[src/rtl/cpu_mem_arbiter_pkg.sv]
// ============================================================================
// Module      : cpu_mem_arbiter_pkg
// Description : Shared encodings for the fetch/load-store RAM arbiter.
// Revision    : 1.0 - initial release
// ============================================================================
`default_nettype none

package cpu_mem_arbiter_pkg;

  localparam logic ARB_IDLE    = 1'b0;
  localparam logic ARB_RD_WAIT = 1'b1;

  localparam logic OWN_I = 1'b0;
  localparam logic OWN_D = 1'b1;

  // rd_cnt must hold RD_LATENCY up to 4; starve_cnt holds STARVE_LIMIT up to 15
  localparam int c_RD_CNT_W = 3;
  localparam int c_STARVE_W = 4;

  typedef enum logic {
    ST_IDLE    = ARB_IDLE,
    ST_RD_WAIT = ARB_RD_WAIT
  } arb_state_e;

endpackage

`default_nettype wire

[src/rtl/cpu_mem_arb_starve.sv]
// ============================================================================
// Module      : cpu_mem_arb_starve
// Description : Saturating count of cycles a pending fetch lost arbitration,
//               flagging when the fetch must be forced to win.
// Revision    : 1.0 - initial release
// ============================================================================
`default_nettype none

module cpu_mem_arb_starve
  import cpu_mem_arbiter_pkg::*;
#(
  parameter int STARVE_LIMIT = 4
) (
  input  logic clk,
  input  logic reset_n,
  input  logic i_req,
  input  logic i_gnt,
  output logic o_force_fetch
);

  logic [c_STARVE_W-1:0] r_cnt_q;
  logic [c_STARVE_W-1:0] w_cnt_d;

  always_comb begin
    w_cnt_d = r_cnt_q;
    if (!i_req || i_gnt) begin
      w_cnt_d = '0;
    end else if (r_cnt_q != c_STARVE_W'(STARVE_LIMIT)) begin
      w_cnt_d = r_cnt_q + c_STARVE_W'(1);
    end
  end

  always_ff @(posedge clk) begin
    if (!reset_n) begin
      r_cnt_q <= '0;
    end else begin
      r_cnt_q <= w_cnt_d;
    end
  end

  assign o_force_fetch = i_req && (r_cnt_q == c_STARVE_W'(STARVE_LIMIT));

endmodule

`default_nettype wire

[src/rtl/cpu_mem_arbiter.sv]
// ============================================================================
// Module      : cpu_mem_arbiter
// Description : Shares one single-port synchronous RAM between the core's
//               fetch and load/store ports, one access in flight at a time.
//               Define CPU_MEM_ARB_PERF_EN to add stall/read perf counters.
// Revision    : 1.0 - initial release
// ============================================================================
`default_nettype none

module cpu_mem_arbiter
  import cpu_mem_arbiter_pkg::*;
#(
  parameter int ADDR_WIDTH   = 16,
  parameter int RD_LATENCY   = 1,
  parameter int STARVE_LIMIT = 4
) (
  input  logic                  clk,
  input  logic                  reset_n,
  input  logic                  i_req,
  input  logic [ADDR_WIDTH-1:0] i_addr,
  output logic                  i_gnt,
  output logic                  i_rvalid,
  output logic [31:0]           i_rdata,
  input  logic                  d_req,
  input  logic                  d_we,
  input  logic [3:0]            d_wmask,
  input  logic [ADDR_WIDTH-1:0] d_addr,
  input  logic [31:0]           d_wdata,
  output logic                  d_gnt,
  output logic                  d_rvalid,
  output logic [31:0]           d_rdata,
  output logic                  mem_en,
  output logic                  mem_we,
  output logic [3:0]            mem_wmask,
  output logic [ADDR_WIDTH-1:0] mem_addr,
  output logic [31:0]           mem_wdata,
  input  logic [31:0]           mem_rdata
`ifdef CPU_MEM_ARB_PERF_EN
  ,
  output logic [31:0]           perf_i_stall,
  output logic [31:0]           perf_d_stall,
  output logic [31:0]           perf_rd_cnt
`endif
);

  arb_state_e            r_state_q, w_state_d;
  logic [c_RD_CNT_W-1:0] r_rd_cnt_q, w_rd_cnt_d;
  logic                  r_owner_q, w_owner_d;

  logic w_force_fetch;
  logic w_final;
  logic w_can_grant;
  logic w_i_win;
  logic w_d_win;
  logic w_rd_grant;

  cpu_mem_arb_starve #(
    .STARVE_LIMIT (STARVE_LIMIT)
  ) u_starve (
    .clk           (clk),
    .reset_n       (reset_n),
    .i_req         (i_req),
    .i_gnt         (i_gnt),
    .o_force_fetch (w_force_fetch)
  );

  // The last RD_WAIT cycle doubles as an idle cycle so reads can issue back-to-back
  assign w_final     = reset_n && (r_state_q == ST_RD_WAIT) && (r_rd_cnt_q == c_RD_CNT_W'(1));
  assign w_can_grant = reset_n && ((r_state_q == ST_IDLE) || w_final);
  assign w_i_win     = w_can_grant && i_req && (!d_req || w_force_fetch);
  assign w_d_win     = w_can_grant && d_req && !w_force_fetch;
  assign w_rd_grant  = w_i_win || (w_d_win && !d_we);

  always_comb begin
    w_state_d  = r_state_q;
    w_rd_cnt_d = r_rd_cnt_q;
    w_owner_d  = r_owner_q;
    if (r_state_q == ST_RD_WAIT) begin
      w_rd_cnt_d = r_rd_cnt_q - c_RD_CNT_W'(1);
      if (w_final) begin
        w_state_d = ST_IDLE;
      end
    end
    if (w_rd_grant) begin
      w_state_d  = ST_RD_WAIT;
      w_rd_cnt_d = c_RD_CNT_W'(RD_LATENCY);
      w_owner_d  = w_i_win ? OWN_I : OWN_D;
    end
  end

  always_ff @(posedge clk) begin
    if (!reset_n) begin
      r_state_q  <= ST_IDLE;
      r_rd_cnt_q <= '0;
      r_owner_q  <= OWN_I;
    end else begin
      r_state_q  <= w_state_d;
      r_rd_cnt_q <= w_rd_cnt_d;
      r_owner_q  <= w_owner_d;
    end
  end

  assign i_gnt     = w_i_win;
  assign d_gnt     = w_d_win;
  assign mem_en    = w_i_win || w_d_win;
  assign mem_we    = w_d_win && d_we;
  assign mem_wmask = w_d_win ? d_wmask : 4'b0000;
  assign mem_wdata = w_d_win ? d_wdata : 32'h0;
  assign mem_addr  = w_i_win ? i_addr : (w_d_win ? d_addr : '0);

  assign i_rvalid = w_final && (r_owner_q == OWN_I);
  assign d_rvalid = w_final && (r_owner_q == OWN_D);
  assign i_rdata  = mem_rdata;
  assign d_rdata  = mem_rdata;

`ifdef CPU_MEM_ARB_PERF_EN
  logic [31:0] r_perf_i_q, w_perf_i_d;
  logic [31:0] r_perf_d_q, w_perf_d_d;
  logic [31:0] r_perf_rd_q, w_perf_rd_d;

  always_comb begin
    w_perf_i_d  = r_perf_i_q  + ((i_req && !i_gnt) ? 32'd1 : 32'd0);
    w_perf_d_d  = r_perf_d_q  + ((d_req && !d_gnt) ? 32'd1 : 32'd0);
    w_perf_rd_d = r_perf_rd_q + (w_rd_grant ? 32'd1 : 32'd0);
  end

  always_ff @(posedge clk) begin
    if (!reset_n) begin
      r_perf_i_q  <= '0;
      r_perf_d_q  <= '0;
      r_perf_rd_q <= '0;
    end else begin
      r_perf_i_q  <= w_perf_i_d;
      r_perf_d_q  <= w_perf_d_d;
      r_perf_rd_q <= w_perf_rd_d;
    end
  end

  assign perf_i_stall = r_perf_i_q;
  assign perf_d_stall = r_perf_d_q;
  assign perf_rd_cnt  = r_perf_rd_q;
`endif

endmodule

`default_nettype wire

[config.mk]
export PLATFORM = sky130hd
export DESIGN_NAME = cpu_mem_arbiter
export DESIGN_NICKNAME = d
export VERILOG_FILES = /design/src/rtl/cpu_mem_arbiter_pkg.sv /design/src/rtl/cpu_mem_arb_starve.sv /design/src/rtl/cpu_mem_arbiter.sv
export SDC_FILE = /design/constraint.sdc
export NUM_CORES = 1
export LEC_CHECK = 0
export ABC_AREA = 0
export BUFFER_PORTS_ARGS = -buffer_cell sky130_fd_sc_hd__buf_2
export CAP_MARGIN = 15
export CELL_PAD_IN_SITES_DETAIL_PLACEMENT = 2
export CELL_PAD_IN_SITES_GLOBAL_PLACEMENT = 2
export CORE_UTILIZATION = 14
export CTS_BUF_LIST = sky130_fd_sc_hd__clkbuf_8
export DETAILED_ROUTE_END_ITERATION = 6
export GPL_TIMING_DRIVEN = 0
export PLACE_DENSITY_LB_ADDON = 0.1
export SLEW_MARGIN = 20
export SYNTH_ARGS = -nofsm -noshare
export SYNTH_HDL_FRONTEND = slang
export SYNTH_SLANG_ARGS = --single-unit
[constraint.sdc]
create_clock -name clk -period 1.55 [get_ports clk]
set_input_delay 0 -clock clk [delete_from_list [all_inputs] [get_ports clk]]
set_output_delay 0 -clock clk [all_outputs]
set_load 0.05 [all_outputs]
==> results of run 1 <==
[what timing repair did]
action / in CTS / in global routing
pin swaps: 50 / 14
cloned: 5 / 1
resized for setup: 250 / 24
endpoints found under the setup margin: 64 / 64
buffers inserted: 16 / 6
[cells in the mapped netlist, types with 4 or more instances]
master and number:
a221oi_1 16, a31o_2 13, and2_1 37, buf_2 9
buf_4 66, buf_6 4, clkbuf_1 6, dfxtp_1 9
ha_1 4, inv_1 8, nand2_1 5, nand3_1 18
nor2_1 5
[sequential cells by signal, summed over array words and instances (netlist names)]
register          cells
u_starve.r_cnt_q      4
r_rd_cnt_q            3
r_owner_q             1
r_state_q             1
[cells in the final DEF, fill, tap and decap left out, types with 3 or more instances in the layout]
master    synthesis  final
a221oi_2          0      4
a221oi_4          0     10
a31o_2           13      4
a31o_4            0     12
and2_4            0     38
buf_12            0      5
buf_16            0      4
buf_2             9    139
buf_4            66     77
buf_6             4     13
buf_8             0     56
clkbuf_1          6      3
clkbuf_8          0      3
dfxtp_1           9      5
dfxtp_2           0      3
inv_1             8      6
inv_2             1      3
nand2_1           5      4
nand3_1          18     18
nor2_1            5      5
[power by group through the flow]
stage	Sequential [mW]	Clock, mW	Combinational (mW)
final	0.300	0.279	2.51
after global placement	0.293	0	1.81
after detailed placement	0.293	0	1.84
after global routing	0.304	0.307	2.64
after floorplan	0.287	0	1.42
after CTS	0.299	0.281	2.41
[metrics by stage]
step	TNS, ns	cells	hold slack (ns)	cell area, sq um	power, mW
after floorplan	-0.216	237	0.167	1900	1.70
after global placement	-16.54	598	0.302	3080	2.11
after detailed placement	-17.82	598	0.303	3080	2.13
after CTS	-16.08	622	0.163	4270	2.99
after global routing	-23.32	626	0.184	4450	3.25
final	-17.96	626	0.162	4450	3.09
[worst max path at each step]
stage                    to                        startpoint  cells past startpoint
3_3_place_gp   mem_wdata[6]  u_starve.r_cnt_q[0]$_SDFFE_PP0P_                      9
6_report       mem_addr[11]  u_starve.r_cnt_q[0]$_SDFFE_PP0P_                      9
5_1_grt        mem_wdata[5]  u_starve.r_cnt_q[0]$_SDFFE_PP0P_                     10
2_1_floorplan  mem_addr[12]  u_starve.r_cnt_q[1]$_SDFFE_PP0P_                      7
3_5_place_dp    mem_addr[8]  u_starve.r_cnt_q[1]$_SDFFE_PP0P_                      8
4_1_cts        mem_wdata[2]  u_starve.r_cnt_q[0]$_SDFFE_PP0P_                     10
[tightest hold or removal path: cells and delay by family]
family          cells  cell delay (ns)
buf+inv             2             0.27
compound gates      1             0.09
[per-layer routing]
metal  up-vias  GRT usage [%]  wire length (um)
met2       142           29.3              5490
met4         0           3.46               119
met1      1216           16.3              3720
met5         -              0                 0
met3         7           2.96               918
li1       1217              -                 -
[layout make-up]
cell class,instances,area (sq um),share of cell area [%]
well taps,168,210,4.72
repair buffers,219,1890,42.4
clock buffers,3,41.3,0.928
flip-flops and latches,9,188,4.22
plain buffers,83,644,14.5
multi-input cells,134,1440,32.3
clock inverters,1,3.75,0.0844
inverters,9,36.3,0.816
[logic make-up after synthesis]
| family | count (synthesis) |
|---|---|
| buffers and inverters | 94 |
| flip-flops | 9 |
| adder cells (fa/ha/maj) | 4 |
| multiplexers | 2 |
| AND/OR/NAND/NOR | 75 |
| AO/OA/AOI/OAI | 51 |
| XOR/XNOR | 2 |
==> flow_summary.yaml, run 1 <==
setup_path:
  worstReg2RegStart: "u_starve.r_cnt_q[0]$_SDFFE_PP0P_"
  max_stage_delay_ns: 0.35
  path_cells: "inv_4, ha_4, nand4b_1, buf_6, buf_12, buf_16, a221oi_4, a31o_4, buf_8"
  cp_top_family: "buffers and inverters"
  r2r_cells: 11
  cp_max_fo: 7
  crit_required_ns: 1.55
  start_kind: "flop"
  reg2reg_to: "u_starve.r_cnt_q[2]$_SDFFE_PP0P_"
  cp_slowest_cell: "dfxtp_4"
  path_class: "flop to output pin"
  reg2reg_slack_ns: -0.29
  path_buf_inv: 5
  worstPathArrival_ns: 1.92
  critPathCaptureType: "output pin"
clocking:
  numCtsBuffers: 3
  cts_max_level: 1
  clock-sinks: 9
  clk_pin_slew_ns: 0.05
  hold_buffers: 0
  clock_latency_ns: 0.24
  cts_max_path_buffers: 2
  cts_root_buf: "clkbuf_8"
  cts_tree: "built"
logic_synthesis:
  async_flop_share_pct: 0
  postSynthAreaPerCell_sq_um: 7.46
  synth_top_family_by_area: "buffers and inverters"
  synth.top_cells.by_area: "buf_4 28%, and2_1 13%, dfxtp_1 10%, a221oi_1 7.9%, a31o_2 6.4%"
  yosys.area.top_type: "buf_4"
  synthesis.nets: 346
  yosys.area_share.simple_pct: 24.3
  netlist_area_sq_um: 1770
  synth_cells: 237
  ys_types: 38
  synth-xor-area-share_pct: 0.990
  synthAdderAreaFrac_pct: 2.83
  synth_ff_type: "dfxtp_1"
  yosysTopAreaCellShare_pct: 28.0
  ys.warnings.count: 0
  synth_seq_cells: 9
  synth_mux_area_share_pct: 1.13
  synth_compound_area_share_pct: 24.3
  synth_edf_count: 0
  synth_seq_area_share_pct: 10.2
sta:
  rsz0062_at_grt: "true"
  relSlewSlack_pct: 38.1
  period_share_pct: 124
  worst_pin_slew_ns: 0.929
  setup_viol: 62
  layout_setup_ws_ns: -0.365
  period_needed_ns: 1.92
  fmax_ghz: 0.522
  slew_violations: 0
  hold_viol: 0
  skew_ns: 0.00261
floorplan:
  initial_core_util_pct: 14.5
  ios: 227
  die_y_um: 114
  num_rows: 40
  die_width_um: 114
  core_sq_um: 12200
  die_area_sq_um: 13100
worst_hold_path:
  min_path_type: "input pin to flop"
  hold_start: "reset_n"
  hold_end: "r_rd_cnt_q[0]$_SDFFE_PN0P_"
  hold_depth: 3
final_layout:
  final_core_util_pct: 36.6
  nets: 568
  area_delta_synth_final_pct: 151
  drive_gt1_share_pct: 85.4
  diodes: 0
  fill_cells: 1337
grt:
  grt_pass1_vias: 2850
  gr-total-overflow: 0
  grt_max_degree: 11
  antenna_found_initial: 0
  track_usage_pct: 14.9
  grt_pass1_wl_mm: 15.4
placement:
  portBuffers: 193
  post-place-ws_ns: -0.411
  gp_congestion: 0.688
  hpwl_mm: 7.32
routing:
  wl_per_cell_um: 16.4
  totalWireLength_mm: 10.2
  route.detailed.drc: 0
  drt_first_pass_iters: 2
  first_iter_violations: 47
  ant_nets: 0
  vias: 2582
  viasPerCell: 4.12
pwr:
  clkPwrFrac_pct: 9.0
  seqPwrFrac_pct: 9.7
  p_comb_share_pct: 81.2
  leakage_nw: 2.16
  irDropWorstVdd_v: 0.000253
  swShare_pct: 52.6
  power_density_nw_per_um2: 694
  p_int_mw: 1.46
  power_switching_mw: 1.62
run:
  maxCapViolations: 0
outcome:
  violations: "negative setup slack"
  status: "complete, but fails checks"
(Power assumes the default switching activity.)
==> run 2, diff against run 1 <==
--- a/config.mk
+++ b/config.mk
@@ -8,13 +8,14 @@
 export ABC_AREA = 0
 export BUFFER_PORTS_ARGS = -buffer_cell sky130_fd_sc_hd__buf_2
 export CAP_MARGIN = 15
-export CELL_PAD_IN_SITES_DETAIL_PLACEMENT = 2
+export CELL_PAD_IN_SITES_DETAIL_PLACEMENT = 1
 export CELL_PAD_IN_SITES_GLOBAL_PLACEMENT = 2
 export CORE_UTILIZATION = 14
 export CTS_BUF_LIST = sky130_fd_sc_hd__clkbuf_8
 export DETAILED_ROUTE_END_ITERATION = 6
 export GPL_TIMING_DRIVEN = 0
 export PLACE_DENSITY_LB_ADDON = 0.1
+export REMOVE_ABC_BUFFERS = 1
 export SLEW_MARGIN = 20
 export SYNTH_ARGS = -nofsm -noshare
 export SYNTH_HDL_FRONTEND = slang
==> run 2 against run 1 <==
Effect of this change:
- the flow still finishes with violations (negative setup slack)
- sequential share of layout area increased by 1.7 points
- power is 16% lower
- sequential power increased by 5%
- via count fell by 16%
- critical path depth increased by 1
- global-route usage is 2.1 points higher
- sequential cell count stayed put
- largest cell class unchanged
- highest routed layer is now met5
==> flow_summary.yaml, run 2 (synthesized netlist as in run 1, its figures left out) <==
floorplan:
  num_rows: 40
  core_sq_um: 12200
  ios: 227
  die_y_um: 114
  initial_core_util_pct: 14.5
  die_width_um: 114
  die_area_sq_um: 13100
pwr:
  seqPwrFrac_pct: 12.1
  irDropWorstVdd_v: 0.000242
  p_int_mw: 1.34
  p_comb_share_pct: 77.1
  power_density_nw_per_um2: 797
  p_total_mw: 2.60
  leakage_nw: 1.45
  swShare_pct: 48.4
  clkPwrFrac_pct: 10.7
  power_switching_mw: 1.26
final_layout:
  drive_gt1_share_pct: 78.2
  largest_register_ffs: 4
  post-route-cell-area_sq_um: 3260
  top_regs: "u_starve.r_cnt_q x4, r_rd_cnt_q x3"
  final_common_cell: "buf_2"
  diodes: 0
  largest_register: "u_starve.r_cnt_q"
  nets: 431
  area_delta_synth_final_pct: 84.5
  final_cell_mix: "73 x buf_2, 37 x and2_4, 34 x buf_8"
sta:
  slew_violations: 0
  relSlewSlack_pct: 57.5
  setup_viol: 60
  rsz0062_at_grt: "true"
  worst_pin_slew_ns: 0.637
  period_needed_ns: 1.89
  whs_ns: 0.000375
  layout_setup_ws_ns: -0.342
  fmax_ghz: 0.529
  skew_ns: 0.00737
  tns_ns: -16.06
  hold_viol: 0
  period_share_pct: 122
clocking:
  cts_tree: "built"
  numCtsBuffers: 3
  clock_latency_ns: 0.24
  hold_buffers: 0
  cts_max_path_buffers: 2
  clk_pin_slew_ns: 0.05
  cts_max_level: 1
  clock-sinks: 9
  cts_root_buf: "clkbuf_8"
routing:
  wl_per_cell_um: 23.4
  drt_first_pass_iters: 4
  viasPerCell: 4.43
  first_iter_violations: 94
  vias: 2167
  ant_nets: 0
  route.detailed.drc: 0
  totalWireLength_mm: 11.4
setup_path:
  path_class: "flop to output pin"
  worstPathArrival_ns: 1.89
  crit_required_ns: 1.55
  r2r_cells: 8
  cp_max_fo: 6
  critPathCaptureType: "output pin"
  reg2reg_slack_ns: -0.14
  start_kind: "flop"
  reg2reg_to: "r_rd_cnt_q[2]$_SDFFE_PP0P_"
  worstReg2RegStart: "u_starve.r_cnt_q[0]$_SDFFE_PP0P_"
placement:
  post-place-ws_ns: -1.54
  placed_cell_area_sq_um: 2020
  hpwl_mm: 7.60
  portBuffers: 130
  gp_congestion: 0.725
grt:
  gr-total-overflow: 0
  grt_pass1_wl_mm: 16.1
  track_usage_pct: 17.1
  grt_pass1_vias: 2378
  antenna_found_initial: 0
  grt_max_degree: 27
worst_hold_path:
  hold_depth: 0
  hold_end: "d_rdata[30]"
  hold_start: "mem_rdata[30]"
  min_path_type: "input pin to output pin"
outcome:
  violations: "negative setup slack"
  status: "complete, but fails checks"
run:
  maxCapViolations: 0
## run 2: power groups by stage
stage | logic [mW] | clock network, mW | registers [mW]
6_report | 2.01 | 0.279 | 0.316
5_1_grt | 2.12 | 0.299 | 0.321
4_1_cts | 1.79 | 0.283 | 0.346
3_5_place_dp | 1.13 | 0 | 0.351
3_3_place_gp | 1.13 | 0 | 0.351
2_1_floorplan | 0.776 | 0 | 0.322
## run 2: what timing repair did
item / CTS / global route
endpoints found under the setup margin: 67 / 65
setup buffers: 26 / 6
cloned: 5 / 0
pin swaps: 41 / 5
gates resized for setup: 230 / 27
hold endpoints to repair: 0 / 0
## run 2: per-layer routing
metal	track usage, %	share of wire, %
met1	22.4	45
met5	3.14	0.38
met2	22.3	38
met3	12.7	16
met4	1.73	0.34
## run 2: how the worst max path moves through the flow
stage	from	end	slack (ns)
4_1_cts	u_starve.r_cnt_q[0]$_SDFFE_PP0P_	mem_wdata[12]	-0.34
3_3_place_gp	u_starve.r_cnt_q[0]$_SDFFE_PP0P_	mem_wmask[3]	-1.53
5_1_grt	u_starve.r_cnt_q[0]$_SDFFE_PP0P_	mem_wdata[9]	-0.41
2_1_floorplan	u_starve.r_cnt_q[0]$_SDFFE_PP0P_	mem_wdata[0]	-0.99
3_5_place_dp	u_starve.r_cnt_q[0]$_SDFFE_PP0P_	mem_wmask[3]	-1.54
6_report	u_starve.r_cnt_q[0]$_SDFFE_PP0P_	mem_wdata[22]	-0.34
## run 2: worst max-delay path: stages (launching register included)
cell	delay [ns]
dfxtp_4	0.35
inv_2	0.04
ha_4	0.15
nand4b_1	0.10
buf_6	0.12
buf_6	0.10
o2111a_2	0.28
buf_6	0.13
buf_12	0.10
and2_4	0.14
buf_8	0.14
## run 2: layout make-up
class	instances	area, sq um
fillers	1389	8900
repair buffers	161	1530
multi-input cells	138	1250
well taps	168	210
flip-flops and latches	9	194
clock buffers	3	41.3
inverters	9	33.8
clock inverters	1	3.75
## run 2: metrics by stage
step | std cells | utilization [%]
floorplan | 152 | -
global placement | 450 | 16.6
detailed placement | 450 | 16.6
CTS | 485 | 25.5
global route | 489 | 26.8
finish | 489 | 26.8
